--- config.mk ---
export PLATFORM = sky130hd
export DESIGN_NAME = spi_slave
export DESIGN_NICKNAME = d
export VERILOG_FILES = /design/src/rtl/spi_slave.sv
export SDC_FILE = /design/constraint.sdc
export NUM_CORES = 1
export LEC_CHECK = 0
export ABC_AREA = 1
export BUFFER_PORTS_ARGS = -buffer_cell sky130_fd_sc_hd__buf_4
export CORE_UTILIZATION = 45
export CTS_CLUSTER_SIZE = 28
export DETAILED_ROUTE_END_ITERATION = 6
export PLACE_DENSITY = 0.65
export SYNTH_ARGS = -nofsm -noshare
export SYNTH_HDL_FRONTEND = slang
export SYNTH_SLANG_ARGS = --single-unit
--- constraint.sdc ---
create_clock -name clk -period 1.4 [get_ports clk]
set_input_delay 0.21 -clock clk [delete_from_list [all_inputs] [get_ports clk]]
set_output_delay 0.21 -clock clk [all_outputs]
set_load 0.01 [all_outputs]
--- src/rtl/spi_slave.sv ---
// SPI mode-0 responder: resynchronises sclk/ss/mosi into clk, deserialises MOSI words and shifts a buffered word out on MISO (MSB first).
// Pin-to-action latency is 3 clk edges; a one-word transmit buffer holds tx_ready low while it is full.
module spi_slave #(
  parameter int WIDTH = 8,
  parameter logic [WIDTH-1:0] FILL = '0
) (
  input  logic             clk,
  input  logic             rst,
  input  logic             sclk,
  input  logic             ss,
  input  logic             mosi,
  output logic             miso,
  input  logic [WIDTH-1:0] tx_data,
  input  logic             tx_valid,
  output logic             tx_ready,
  output logic [WIDTH-1:0] rx_data,
  output logic             rx_valid,
  output logic             busy,
  output logic             tx_underrun
);

  localparam int CW = (WIDTH > 1) ? $clog2(WIDTH) : 1;
  localparam logic [0:0] ST_IDLE  = 1'b0;
  localparam logic [0:0] ST_SHIFT = 1'b1;

  logic [0:0]       state;
  logic             sclk_s1, sclk_s2, sclk_s3;
  logic             ss_s1, ss_s2, ss_s3;
  logic             mosi_s1, mosi_s2;
  logic [WIDTH-1:0] tx_buf;
  logic             full;
  logic [WIDTH-1:0] tx_shift;
  logic [WIDTH-1:0] rx_shift;
  logic [CW-1:0]    bit_cnt;

  logic sclk_rise, sclk_fall, ss_rise, ss_fall;
  logic shifting, load_pt, last_bit;

  always_comb begin
    sclk_rise = sclk_s2 & ~sclk_s3;
    sclk_fall = ~sclk_s2 & sclk_s3;
    ss_rise   = ss_s2 & ~ss_s3;
    ss_fall   = ~ss_s2 & ss_s3;
    // ss release outranks any sclk edge seen in the same cycle
    shifting  = (state == ST_SHIFT) && !ss_rise;
    last_bit  = (bit_cnt == CW'(WIDTH - 1));
    load_pt   = ((state == ST_IDLE) && ss_fall) ||
                (shifting && sclk_fall && (bit_cnt == '0));
  end

  assign miso     = (state == ST_SHIFT) ? tx_shift[WIDTH-1] : 1'b0;
  assign busy     = (state == ST_SHIFT);
  assign tx_ready = ~full;

  always_ff @(posedge clk) begin
    if (!rst) begin
      state       <= ST_IDLE;
      sclk_s1     <= 1'b0;
      sclk_s2     <= 1'b0;
      sclk_s3     <= 1'b0;
      ss_s1       <= 1'b1;
      ss_s2       <= 1'b1;
      ss_s3       <= 1'b1;
      mosi_s1     <= 1'b0;
      mosi_s2     <= 1'b0;
      tx_buf      <= '0;
      full        <= 1'b0;
      tx_shift    <= '0;
      rx_shift    <= '0;
      bit_cnt     <= '0;
      rx_data     <= '0;
      rx_valid    <= 1'b0;
      tx_underrun <= 1'b0;
    end else begin
      sclk_s1     <= sclk;
      sclk_s2     <= sclk_s1;
      sclk_s3     <= sclk_s2;
      ss_s1       <= ss;
      ss_s2       <= ss_s1;
      ss_s3       <= ss_s2;
      mosi_s1     <= mosi;
      mosi_s2     <= mosi_s1;
      rx_valid    <= 1'b0;
      tx_underrun <= 1'b0;

      // A write only lands while empty, so a load in the same cycle sees empty and sends FILL
      if (tx_valid && !full) begin
        tx_buf <= tx_data;
        full   <= 1'b1;
      end

      if (load_pt) begin
        if (full) begin
          tx_shift <= tx_buf;
          full     <= 1'b0;
        end else begin
          tx_shift    <= FILL;
          tx_underrun <= 1'b1;
        end
      end else if (shifting && sclk_fall) begin
        tx_shift <= tx_shift << 1;
      end

      case (state)
        ST_IDLE: begin
          if (ss_fall) begin
            bit_cnt <= '0;
            state   <= ST_SHIFT;
          end
        end
        default: begin
          if (ss_rise) begin
            state    <= ST_IDLE;
            bit_cnt  <= '0;
            rx_shift <= '0;
          end else if (sclk_rise) begin
            rx_shift <= {rx_shift[WIDTH-2:0], mosi_s2};
            if (last_bit) begin
              rx_data  <= {rx_shift[WIDTH-2:0], mosi_s2};
              rx_valid <= 1'b1;
              bit_cnt  <= '0;
            end else begin
              bit_cnt <= bit_cnt + CW'(1);
            end
          end
        end
      endcase
    end
  end

endmodule

==> summary.txt, run 1 <==
Floorplanning
  – Die ar.: 4480 µm²
  – Die width: 66.9 µm
  – Num ports: 27
  – Core box area: 4030 µm²
  – Standard-cell row count: 23
  – Initial Utilization: 0.471
  – Die height: 66.9 µm

Timing
  – Fin. max-slew vios: 0
  – Relative slew slack: 0.821
  – Worst-margin pin slew: 0.268 ns
  – Tcrit/Tclk final: 0.921
  – Tmin final: 1.29 ns
  – Clock skew: 0.0115 ns
  – Setup TNS: 0 ns
  – Hold Vio Cnt, Final: 0
  – Max Fclk: 775 MHz
  – Final setup fails: 0

Synthesis
  – Synth warn: 0
  – Synth Area in Simple Gates: 0.290
  – Flops & latches, synth: 46
  – Post-synthesis mux area share: 0
  – Post-Synthesis Cells: 250
  – Main combinational cell family by area after synthesis: simple AND/OR/NAND/NOR gates
  – Complex-gate fraction of the synthesized area: 0.109
  – Cell Area, Synth: 1900 µm²
  – Xor/xnor share of the synthesized area: 0
  – Avg Inst Size Synth: 7.59 µm²
  – Post-synthesis adder-cell area fraction: 0.0198
  – Sequential fraction of the synthesis area: 0.485
  – Distinct cells, synth: 24
  – Synthesized Nets: 267

GRT
  – Pin count of the biggest net entering global routing: 24
  – Vias in the first global route: 1,326
  – First-pass GRT wire length: 5960 µm
  – GR Overflow Total: 0
  – GRT Util Overall: 0.179
  – Initial antenna violation count: 0

Placed design
  – DPL Wire Length: 2440 µm
  – GP Congestion: 0.779
  – IO buf count: 26
  – Placed Cells: 324

CTS
  – Clock-pin slew on the worst setup and hold paths: 0.09 ns
  – Worst skew pair latency: 0.30 ns
  – Clock sink count: 46
  – Post-CTS setup buffer count: 0
  – CTS max path bufs: 2
  – TritonCTS Buffers: 5
  – TritonCTS clock tree: done
  – H-tree depth: 2
  – Root buf cell: clkbuf_8
  – PostCTS Resize Cnt: 0
  – Number of buffers inserted by hold repair at cts: 0

Finish
  – P&R area growth vs syn: 20.1%
  – Antenna diodes: 0
  – Layout cell share with drive strength beyond 1: 0.216
  – Nets: 299
  – Fin cells: 333
  – Fillers: 408
  – Final core utilization: 0.565

Critical path
  – Crit-path slowest cell: dfxtp_1
  – Arr. time, crit path: 1.49 ns
  – Setup CP Type: reg -> reg
  – Critical path cell sequence: inv_1 -> ha_1 -> inv_1 -> nor2_4 -> nand3_4 -> nand2_4 -> nand2_1 -> nand3_1 -> nand2_1 -> inv_1
  – WP data required: 1.60 ns
  – Startpoint Class: flip-flop
  – Max incr delay on CP: 0.37 ns
  – Crit-path max FO: 7
  – Crit-path most repeated cell: inv_1
  – Nature of the critical path endpoint: flip-flop

Routing
  – First DRT Iteration DRCs: 67
  – Antenna viol nets, final: 0
  – DR pass1 iterations: 4
  – Routed Wire Length: 3680 µm
  – Number of remaining DRC errors: 0
  – DR vias: 1,586
  – Via density: 4.76
  – WL/cell: 11.0 µm

Power
  – Peak supply drop: 763 µV
  – P_leak: 1.12 nW
  – Total power: 2.38 mW
  – Power per cell area: 1050 nW/µm²

Run
  – Maxcap violations: 0

Run status
  – Outcome: completed

Min path
  – Worst hold path type: in -> reg
layout by cell type, fill, tap and decap left out:
master / instances
clkinv_2: 1
nor2_1: 26
nor2_4: 1
o21ai_1: 1
nand2_4: 2
buf_4: 32
o21ai_2: 1
o22ai_1: 1
clkinv_1: 2
inv_2: 2
dfxtp_1: 43
clkbuf_1: 1
nand2_2: 3
nand3_4: 2
nor2_2: 1
nor2_8: 1
nand2_8: 1
clkinv_4: 2
inv_1: 31
clkbuf_8: 5
a21oi_1: 18
o21ai_0: 16
or2_2: 2
nand2_1: 60
ha_1: 3
dfxtp_2: 3
nand3_2: 1
a21oi_4: 1
nand3_1: 20
routing by layer:
layer  share of wire  track usage  vias up
met4           0.013       0.0638        0
met1            0.51        0.253      700
met3           0.048       0.0514        8
met2            0.43        0.256       40
li1                -            -      838
met5               0            0        -
synth_stat cells (all sizes together):
| cell | instances | area, µm² |
|---|---|---|
| a21oi | 19 | 106 |
| buf | 6 | 33.8 |
| clkbuf | 2 | 7.51 |
| clkinv | 3 | 16.3 |
| dfxtp | 46 | 921 |
| ha | 3 | 37.5 |
| inv | 33 | 124 |
| nand2 | 66 | 278 |
| nand3 | 22 | 135 |
| nor2 | 29 | 125 |
| o21ai | 18 | 93.8 |
| o22ai | 1 | 6.26 |
| or2 | 2 | 12.5 |
kinds of logic after synthesis:
kind of cell             count (synthesis)
AO/OA/AOI/OAI                           38
adder cells (fa/ha/maj)                  3
flip-flops                              46
AND/OR/NAND/NOR                        119
buffers and inverters                   44
through the flow:
stage	hold WS, ns	cell area [µm²]	setup slack (ns)
6_report	0.0873	2280	0.110
5_1_grt	0.0723	2280	-0.00343
4_1_cts	0.0787	2240	0.0739
3_5_place_dp	0.397	2160	0.0973
3_3_place_gp	0.393	2160	0.142
2_1_floorplan	0.308	1900	0.158
report_power, final:
part | internal (mW) | switching, mW | total [mW]
Clock | 0.353 | 0.442 | 0.794
Combinational | 0.0869 | 0.122 | 0.209
Sequential | 1.35 | 0.0263 | 1.38
Total | 1.79 | 0.590 | 2.38
area by class of cell:
class / count / area [µm²] / share of cell area
Sequential cell: 46 / 925 / 0.406
Tap cell: 50 / 62.6 / 0.0275
Clock buffer: 6 / 72.6 / 0.0319
Multi-Input combinational cell: 161 / 823 / 0.362
Timing Repair Buffer: 32 / 240 / 0.105
Clock inverter: 2 / 13.8 / 0.00604
Inverter: 36 / 140 / 0.0615
flip-flops by register name (all words and copies together), names as in the netlist:
signal       count
ss_s3            1
rx_shift         7
tx_shift         8
full             1
tx_underrun      1
mosi_s1          1
bit_cnt          3
mosi_s2          1
ss_s1            1
rx_valid         1
rx_data          8
busy             1
ss_s2            1
sclk_s2          1
tx_buf           8
sclk_s1          1
sclk_s3          1
worst paths after layout:
path,cells after the start,startpoint,end,slack (ns)
setup / recovery,10,bit_cnt[0]$_SDFFE_PN0P_,tx_shift[6]$_SDFFE_PN0P_,0.11
hold / removal,2,ss,ss_s1$_SDFF_PN1_,0.09
setup reg to reg,10,bit_cnt[0]$_SDFFE_PN0P_,tx_shift[6]$_SDFFE_PN0P_,0.11
hold reg to reg,2,mosi_s1$_SDFF_PN0_,mosi_s2$_SDFF_PN0_,0.42
worst max-delay path: cells and delay by family (launching register included):
family	cells	cell delay, ns
adder cells (fa/ha/maj)	1	0.19
flip-flops	1	0.37
buffers and inverters	3	0.19
AND/OR/NAND/NOR	6	0.45
No activity file was read; power rests on OpenSTA's default activity.
==> run 2: changes to the inputs <==
REMOVE_ABC_BUFFERS = 1   (was unset)
==> run 2 against run 1 <==
Global-route usage shrank 0.57 points. Cell count down 0.60%. Register-to-register slack barely moved. Final area decreased by 1.2%. Sequential power is essentially flat. Largest power group unchanged. Highest routed layer unchanged.
==> summary.txt, run 2 (synthesis results as in run 1) <==
Critical path
  – CP bufs+invs: 3 (unchanged)
  – Top Family by Delay on Critical Path: simple AND/OR/NAND/NOR gates
  – Arr. time, crit path: 1.53 ns (+0.04 ns)
  – WP data required: 1.64 ns (+0.04 ns)
  – Nature of the critical path endpoint: flip-flop
  – Max incr delay on CP: 0.33 ns (-0.04 ns)
  – Startpoint Class: flip-flop
  – Setup CP Type: reg -> reg
  – Crit-path max FO: 15 (+8)
  – Critical path cell sequence: inv_1 -> nor2_1 -> nand2_2 -> nand2_4 -> o21ai_0 -> inv_1 -> nand2_1 -> inv_1
  – Crit-path most repeated cell: inv_1
  – Crit-path slowest cell: nor2_1

GRT
  – First-pass GRT wire length: 5750 µm (-3.6%)
  – GR Overflow Total: 0 (unchanged)
  – Initial antenna violation count: 0 (unchanged)
  – Vias in the first global route: 1,293 (-2.5%)
  – GRT Util Overall: 0.174 (-0.00569)
  – Pin count of the biggest net entering global routing: 28 (+17%)

Routing
  – First DRT Iteration DRCs: 79 (+18%)
  – Number of remaining DRC errors: 0 (unchanged)
  – WL/cell: 10.5 µm (-5.1%)
  – Antenna viol nets, final: 0 (unchanged)
  – DR pass1 iterations: 4 (unchanged)
  – Via density: 4.62 (-3.0%)
  – Routed Wire Length: 3470 µm (-5.6%)
  – DR vias: 1,529 (-3.6%)

Timing
  – Final setup fails: 0 (unchanged)
  – Max Fclk: 778 MHz (+0.32%)
  – Worst-margin pin slew: 0.418 ns (+0.150 ns)
  – Setup TNS: 0 ns (unchanged)
  – Fin. max-slew vios: 0 (unchanged)
  – Unrepaired setup endpoints after global routing: no
  – Tcrit/Tclk final: 0.918 (-0.00295)
  – Clock skew: 0.00565 ns (-0.00584 ns)
  – Hold Vio Cnt, Final: 0 (unchanged)
  – Relative slew slack: 0.720 (-0.101)
  – Hold slack final: 0.0948 ns (+0.00753 ns)
  – Tmin final: 1.29 ns (-0.00412 ns)

CTS
  – Clock sink count: 46 (unchanged)
  – CTS max path bufs: 2 (unchanged)
  – TritonCTS clock tree: done
  – Worst skew pair latency: 0.29 ns (about the same)
  – Number of buffers inserted by hold repair at cts: 0 (unchanged)
  – Root buf cell: clkbuf_8
  – H-tree depth: 2 (unchanged)
  – Clock-pin slew on the worst setup and hold paths: 0.08 ns (about the same)
  – TritonCTS Buffers: 5 (unchanged)

Floorplanning
  – Die ar.: 4480 µm² (unchanged)
  – Die width: 66.9 µm (unchanged)
  – Initial Utilization: 0.471 (unchanged)
  – Core box area: 4030 µm² (unchanged)
  – Num ports: 27 (unchanged)
  – Standard-cell row count: 23 (unchanged)
  – Die height: 66.9 µm (unchanged)

Min path
  – Worst hold path type: in -> reg

Finish
  – Nets: 298 (-0.33%)
  – P&R area growth vs syn: 18.6%
  – Largest regs: rx_data: 8 flops, tx_buf: 8 flops, tx_shift: 8 flops
  – Design Area, Final: 2250 µm² (-1.2%)
  – Most common cell after layout, fill and taps aside: nand2_1
  – Fillers: 421 (+3.2%)
  – Fin cells: 331 (-0.60%)
  – Layout cell share with drive strength beyond 1: 0.206 (-0.00914)
  – Antenna diodes: 0 (unchanged)
  – Most frequent cells in the layout: 60 x nand2_1, 44 x dfxtp_1, 31 x inv_1, 31 x buf_4, 27 x nor2_1

Run status
  – Outcome: completed

Run
  – Maxcap violations: 0 (unchanged)

Placed design
  – DPL Wire Length: 2400 µm (-1.6%)
  – GP Congestion: 0.783 (+0.56%)
  – Post-Place Cell Area: 2150 µm² (-0.35%)
  – IO buf count: 26 (unchanged)
  – Placed Cells: 323 (-0.31%)

Power
  – Peak supply drop: 600 µV (-21%)
  – Power per cell area: 1040 nW/µm² (-0.82%)
  – P_leak: 1.11 nW (-0.66%)
  – Total power: 2.34 mW (-2.0%)
-- run 2: cell count changes in the layout (fill, tap and decap cells not counted) --
cell / delta
buf_4: -1
dfxtp_1: +1
dfxtp_2: -1
nor2_2: -1
clkinv_2: +1
nand2_4: +1
clkinv_4: -1
nand2_8: -1
clkbuf_1: -1
nor2_1: +1
-- run 2: path summary, 6_finish.rpt --
kind / end / slack, ns / start / cells after the start
hold reg to reg: mosi_s2$_SDFF_PN0_ / 0.42 / mosi_s1$_SDFF_PN0_ / 2
setup / recovery: tx_shift[3]$_SDFFE_PN0P_ / 0.11 / sclk_s3$_SDFF_PN0_ / 8
setup reg to reg: tx_shift[3]$_SDFFE_PN0P_ / 0.11 / sclk_s3$_SDFF_PN0_ / 8
hold / removal: sclk_s1$_SDFF_PN0_ / 0.09 / sclk / 3
-- run 2: routing by layer --
layer / part of all wire / wire (µm) / global-route usage / up-vias
li1: - / - / - / 838
met1: 0.52 / 1810 / 0.232 / 656
met2: 0.42 / 1450 / 0.261 / 31
met3: 0.050 / 175 / 0.0565 / 4
met4: 0.0092 / 32 / 0.0559 / 0
met5: 0 / 0 / 0 / -
-- run 2: layout make-up --
type	count	area, µm²	area share
Tap cell	50	62.6	0.0278
Clock buffer	5	68.8	0.0306
Timing Repair Buffer	31	233	0.103
Sequential cell	46	923	0.410
Multi-Input combinational cell	161	812	0.361
Inverter	36	140	0.0623
Clock inverter	2	10.0	0.00445
-- run 2: worst reg2reg max path, delay by kind of cell, from the launching register on --
family                 cells  cell delay, ns
AO/OA/AOI/OAI              1            0.11
AND/OR/NAND/NOR            4            0.66
flip-flops                 1            0.31
buffers and inverters      3            0.15
-- run 2: through the flow --
stage | util | worst slack, ns
2_1_floorplan | - | 0.195
3_3_place_gp | 0.534 | 0.118
3_5_place_dp | 0.534 | 0.0824
4_1_cts | 0.553 | 0.0516
5_1_grt | 0.558 | 0.00558
6_report | 0.558 | 0.115
-- run 2: what timing repair did --
action | CTS | global route
endpoints found under the setup margin | 0 | 9
gates resized for setup | 0 | 4
buffers inserted | 0 | 0
-- run 2: power breakdown --
group          internal, mW  total, mW  switching, mW
Combinational        0.0849      0.205          0.120
Clock                 0.335      0.751          0.416
Sequential             1.35       1.38         0.0256
Total                  1.77       2.34          0.561
==> run 3: changes to the inputs <==
GPL_ROUTABILITY_DRIVEN = 0   (was unset)
RECOVER_POWER = 100   (was unset)
clock period = 1.5 ns   (was 1.4 ns; I/O delays follow)
==> run 3 against run 2 <==
Fmax is 3.5% lower. Cell count is 0.30% lower. Sequential cell count stayed put. Clock power is 1% lower. Worst hold slack better by 0.013 ns. Largest cell class unchanged.
==> summary.txt, run 3 (synthesis results as in run 1) <==
Timing
  – Clock skew: 0.00788 ns (+0.00223 ns)
  – Setup TNS: 0 ns (unchanged)
  – Max Fclk: 751 MHz (-3.5%)
  – Hold slack final: 0.108 ns (+0.0134 ns)
  – Tcrit/Tclk final: 0.888 (-0.0300)
  – Tmin final: 1.33 ns (+0.0468 ns)
  – Unrepaired setup endpoints after global routing: no
  – Worst-margin pin slew: 0.320 ns (-0.0987 ns)
  – Relative slew slack: 0.786 (+0.0661)
  – Final setup fails: 0 (unchanged)
  – Fin. max-slew vios: 0 (unchanged)
  – Hold Vio Cnt, Final: 0 (unchanged)

Finish
  – Antenna diodes: 0 (unchanged)
  – Most frequent cells in the layout: 61 x nand2_1, 46 x dfxtp_1, 33 x inv_1, 28 x nor2_1, 20 x nand3_1
  – Layout cell share with drive strength beyond 1: 0.132 (-0.0743)
  – Final core utilization: 0.541 (-0.0177)
  – Largest regs: rx_data: 8 flops, tx_buf: 8 flops, tx_shift: 8 flops
  – Design Area, Final: 2180 µm² (-3.2%)
  – Most common cell after layout, fill and taps aside: nand2_1
  – P&R area growth vs syn: 14.8%
  – Nets: 296 (-0.67%)
  – Fin cells: 330 (-0.30%)
  – Fillers: 408 (-3.1%)

Critical path
  – Crit path capture: bit_cnt[1]$_SDFFE_PN0P_
  – Worst R2R End: bit_cnt[1]$_SDFFE_PN0P_
  – CP bufs+invs: 2 (-1)
  – Worst Reg2Reg Path Length in Cells: 6 (-2)
  – Arr. time, crit path: 1.52 ns (about the same)
  – Startpoint Class: flip-flop
  – Crit-path slowest cell: dfxtp_1
  – Worst flop-to-flop path startpoint: busy$_SDFF_PN0_
  – Setup CP Type: reg -> reg
  – CP startpoint: busy$_SDFF_PN0_
  – Crit-path max FO: 12 (-3)
  – WP data required: 1.69 ns (+0.05 ns)
  – Critical path cell sequence: inv_1 -> nand3_4 -> clkbuf_1 -> nand2_1 -> nand3_1 -> a21oi_1
  – Nature of the critical path endpoint: flip-flop
  – Max incr delay on CP: 0.41 ns (+0.08 ns)
  – Top Family by Delay on Critical Path: simple AND/OR/NAND/NOR gates
  – Stages on worst setup path: 6 (-2)
  – R2R Setup Slk: 0.17 ns (+0.05 ns)

GRT
  – GR Overflow Total: 0 (unchanged)
  – Vias in the first global route: 1,394 (+7.8%)
  – GRT Util Overall: 0.172 (-0.00211)
  – First-pass GRT wire length: 5770 µm (+0.37%)
  – Pin count of the biggest net entering global routing: 29 (+3.6%)
  – Initial antenna violation count: 0 (unchanged)

Routing
  – Number of remaining DRC errors: 0 (unchanged)
  – Antenna viol nets, final: 0 (unchanged)
  – First DRT Iteration DRCs: 68 (-14%)
  – Routed Wire Length: 3350 µm (-3.3%)
  – DR vias: 1,540 (+0.72%)
  – DR pass1 iterations: 4 (unchanged)
  – WL/cell: 10.2 µm (-3.0%)
  – Via density: 4.67 (+1.0%)

Min path
  – Worst hold path type: in -> reg

CTS
  – Clock-pin slew on the worst setup and hold paths: 0.09 ns (about the same)
  – Root buf cell: clkbuf_8
  – CTS max path bufs: 2 (unchanged)
  – TritonCTS clock tree: done
  – PostCTS Resize Cnt: 0 (unchanged)
  – Worst skew pair latency: 0.29 ns (about the same)
  – H-tree depth: 2 (unchanged)
  – Clock sink count: 46 (unchanged)
  – Post-CTS setup buffer count: 0 (unchanged)
  – TritonCTS Buffers: 5 (unchanged)
  – Number of buffers inserted by hold repair at cts: 0 (unchanged)

Floorplanning
  – Num ports: 27 (unchanged)
  – Core box area: 4030 µm² (unchanged)
  – Die height: 66.9 µm (unchanged)
  – Standard-cell row count: 23 (unchanged)
  – Die width: 66.9 µm (unchanged)
  – Initial Utilization: 0.471 (unchanged)
  – Die ar.: 4480 µm² (unchanged)

Power
  – Power per cell area: 1010 nW/µm² (-2.4%)
  – Sequential power share: 0.583 (-0.008)
  – Comb pwr share: 0.082 (-0.006)
  – Peak supply drop: 585 µV (-2.5%)
  – Sw Share: 0.247 (+0.00641)
  – Sw power: 545 µW (-2.9%)
  – Clock power share: 0.335 (+0.013)
  – P_leak: 1.05 nW (-5.7%)
  – Internal Pwr Total: 1.66 mW (-6.2%)

Placed design
  – IO buf count: 26 (unchanged)
  – DPL Wire Length: 2410 µm (+0.38%)
  – Placed Cells: 322 (-0.31%)
  – Post-Place Cell Area: 2140 µm² (-0.35%)

Run
  – Maxcap violations: 0 (unchanged)

Run status
  – Outcome: completed
==> run 3: worst min-delay path by stage <==
stage,from,endpoint,cells past startpoint
after floorplan,rst,ss_s3$_SDFF_PN1_,1
after global placement,sclk_s1$_SDFF_PN0_,sclk_s2$_SDFF_PN0_,2
after detailed placement,mosi_s1$_SDFF_PN0_,mosi_s2$_SDFF_PN0_,2
after CTS,mosi,mosi_s1$_SDFF_PN0_,3
after global routing,mosi,mosi_s1$_SDFF_PN0_,3
final,mosi,mosi_s1$_SDFF_PN0_,3
==> run 3: area by class of cell <==
cell class	instances	area (µm²)	share of cell area
clock inverter	3	21.3	0.00976
inverter	36	140	0.0643
clock buffer	5	68.8	0.0316
sequential	46	921	0.423
multi-input combinational	160	792	0.364
timing repair buffer	30	173	0.0793
tap	50	62.6	0.0287
==> run 3: layer usage <==
| metal | wire length, µm | up-vias | track usage |
|---|---|---|---|
| met5 | 0 | - | 0 |
| met4 | 33 | 0 | 0.0638 |
| met3 | 118 | 5 | 0.0411 |
| met2 | 1580 | 22 | 0.287 |
| met1 | 1630 | 674 | 0.211 |
| li1 | - | 839 | - |
==> run 3: worst register-to-register path, cell delays in order, from the launching register on <==
cell	delay (ns)
dfxtp_1	0.41
inv_1	0.13
nand3_4	0.19
clkbuf_1	0.23
nand2_1	0.13
nand3_1	0.09
a21oi_1	0.06
==> run 3: power by group through the flow <==
stage	Combinational, mW	Sequential, mW	Clock, mW
floorplan	0.111	1.31	0
global placement	0.187	1.31	0
detailed placement	0.188	1.32	0
CTS	0.189	1.29	0.769
global route	0.211	1.29	0.812
finish	0.181	1.29	0.740
==> run 3: per-stage QoR <==
| step | setup WS [ns] | power [mW] |
|---|---|---|
| finish | 0.168 | 2.21 |
| detailed placement | 0.198 | 1.50 |
| global route | 0.0290 | 2.31 |
| global placement | 0.236 | 1.50 |
| CTS | 0.167 | 2.25 |
| floorplan | 0.295 | 1.43 |
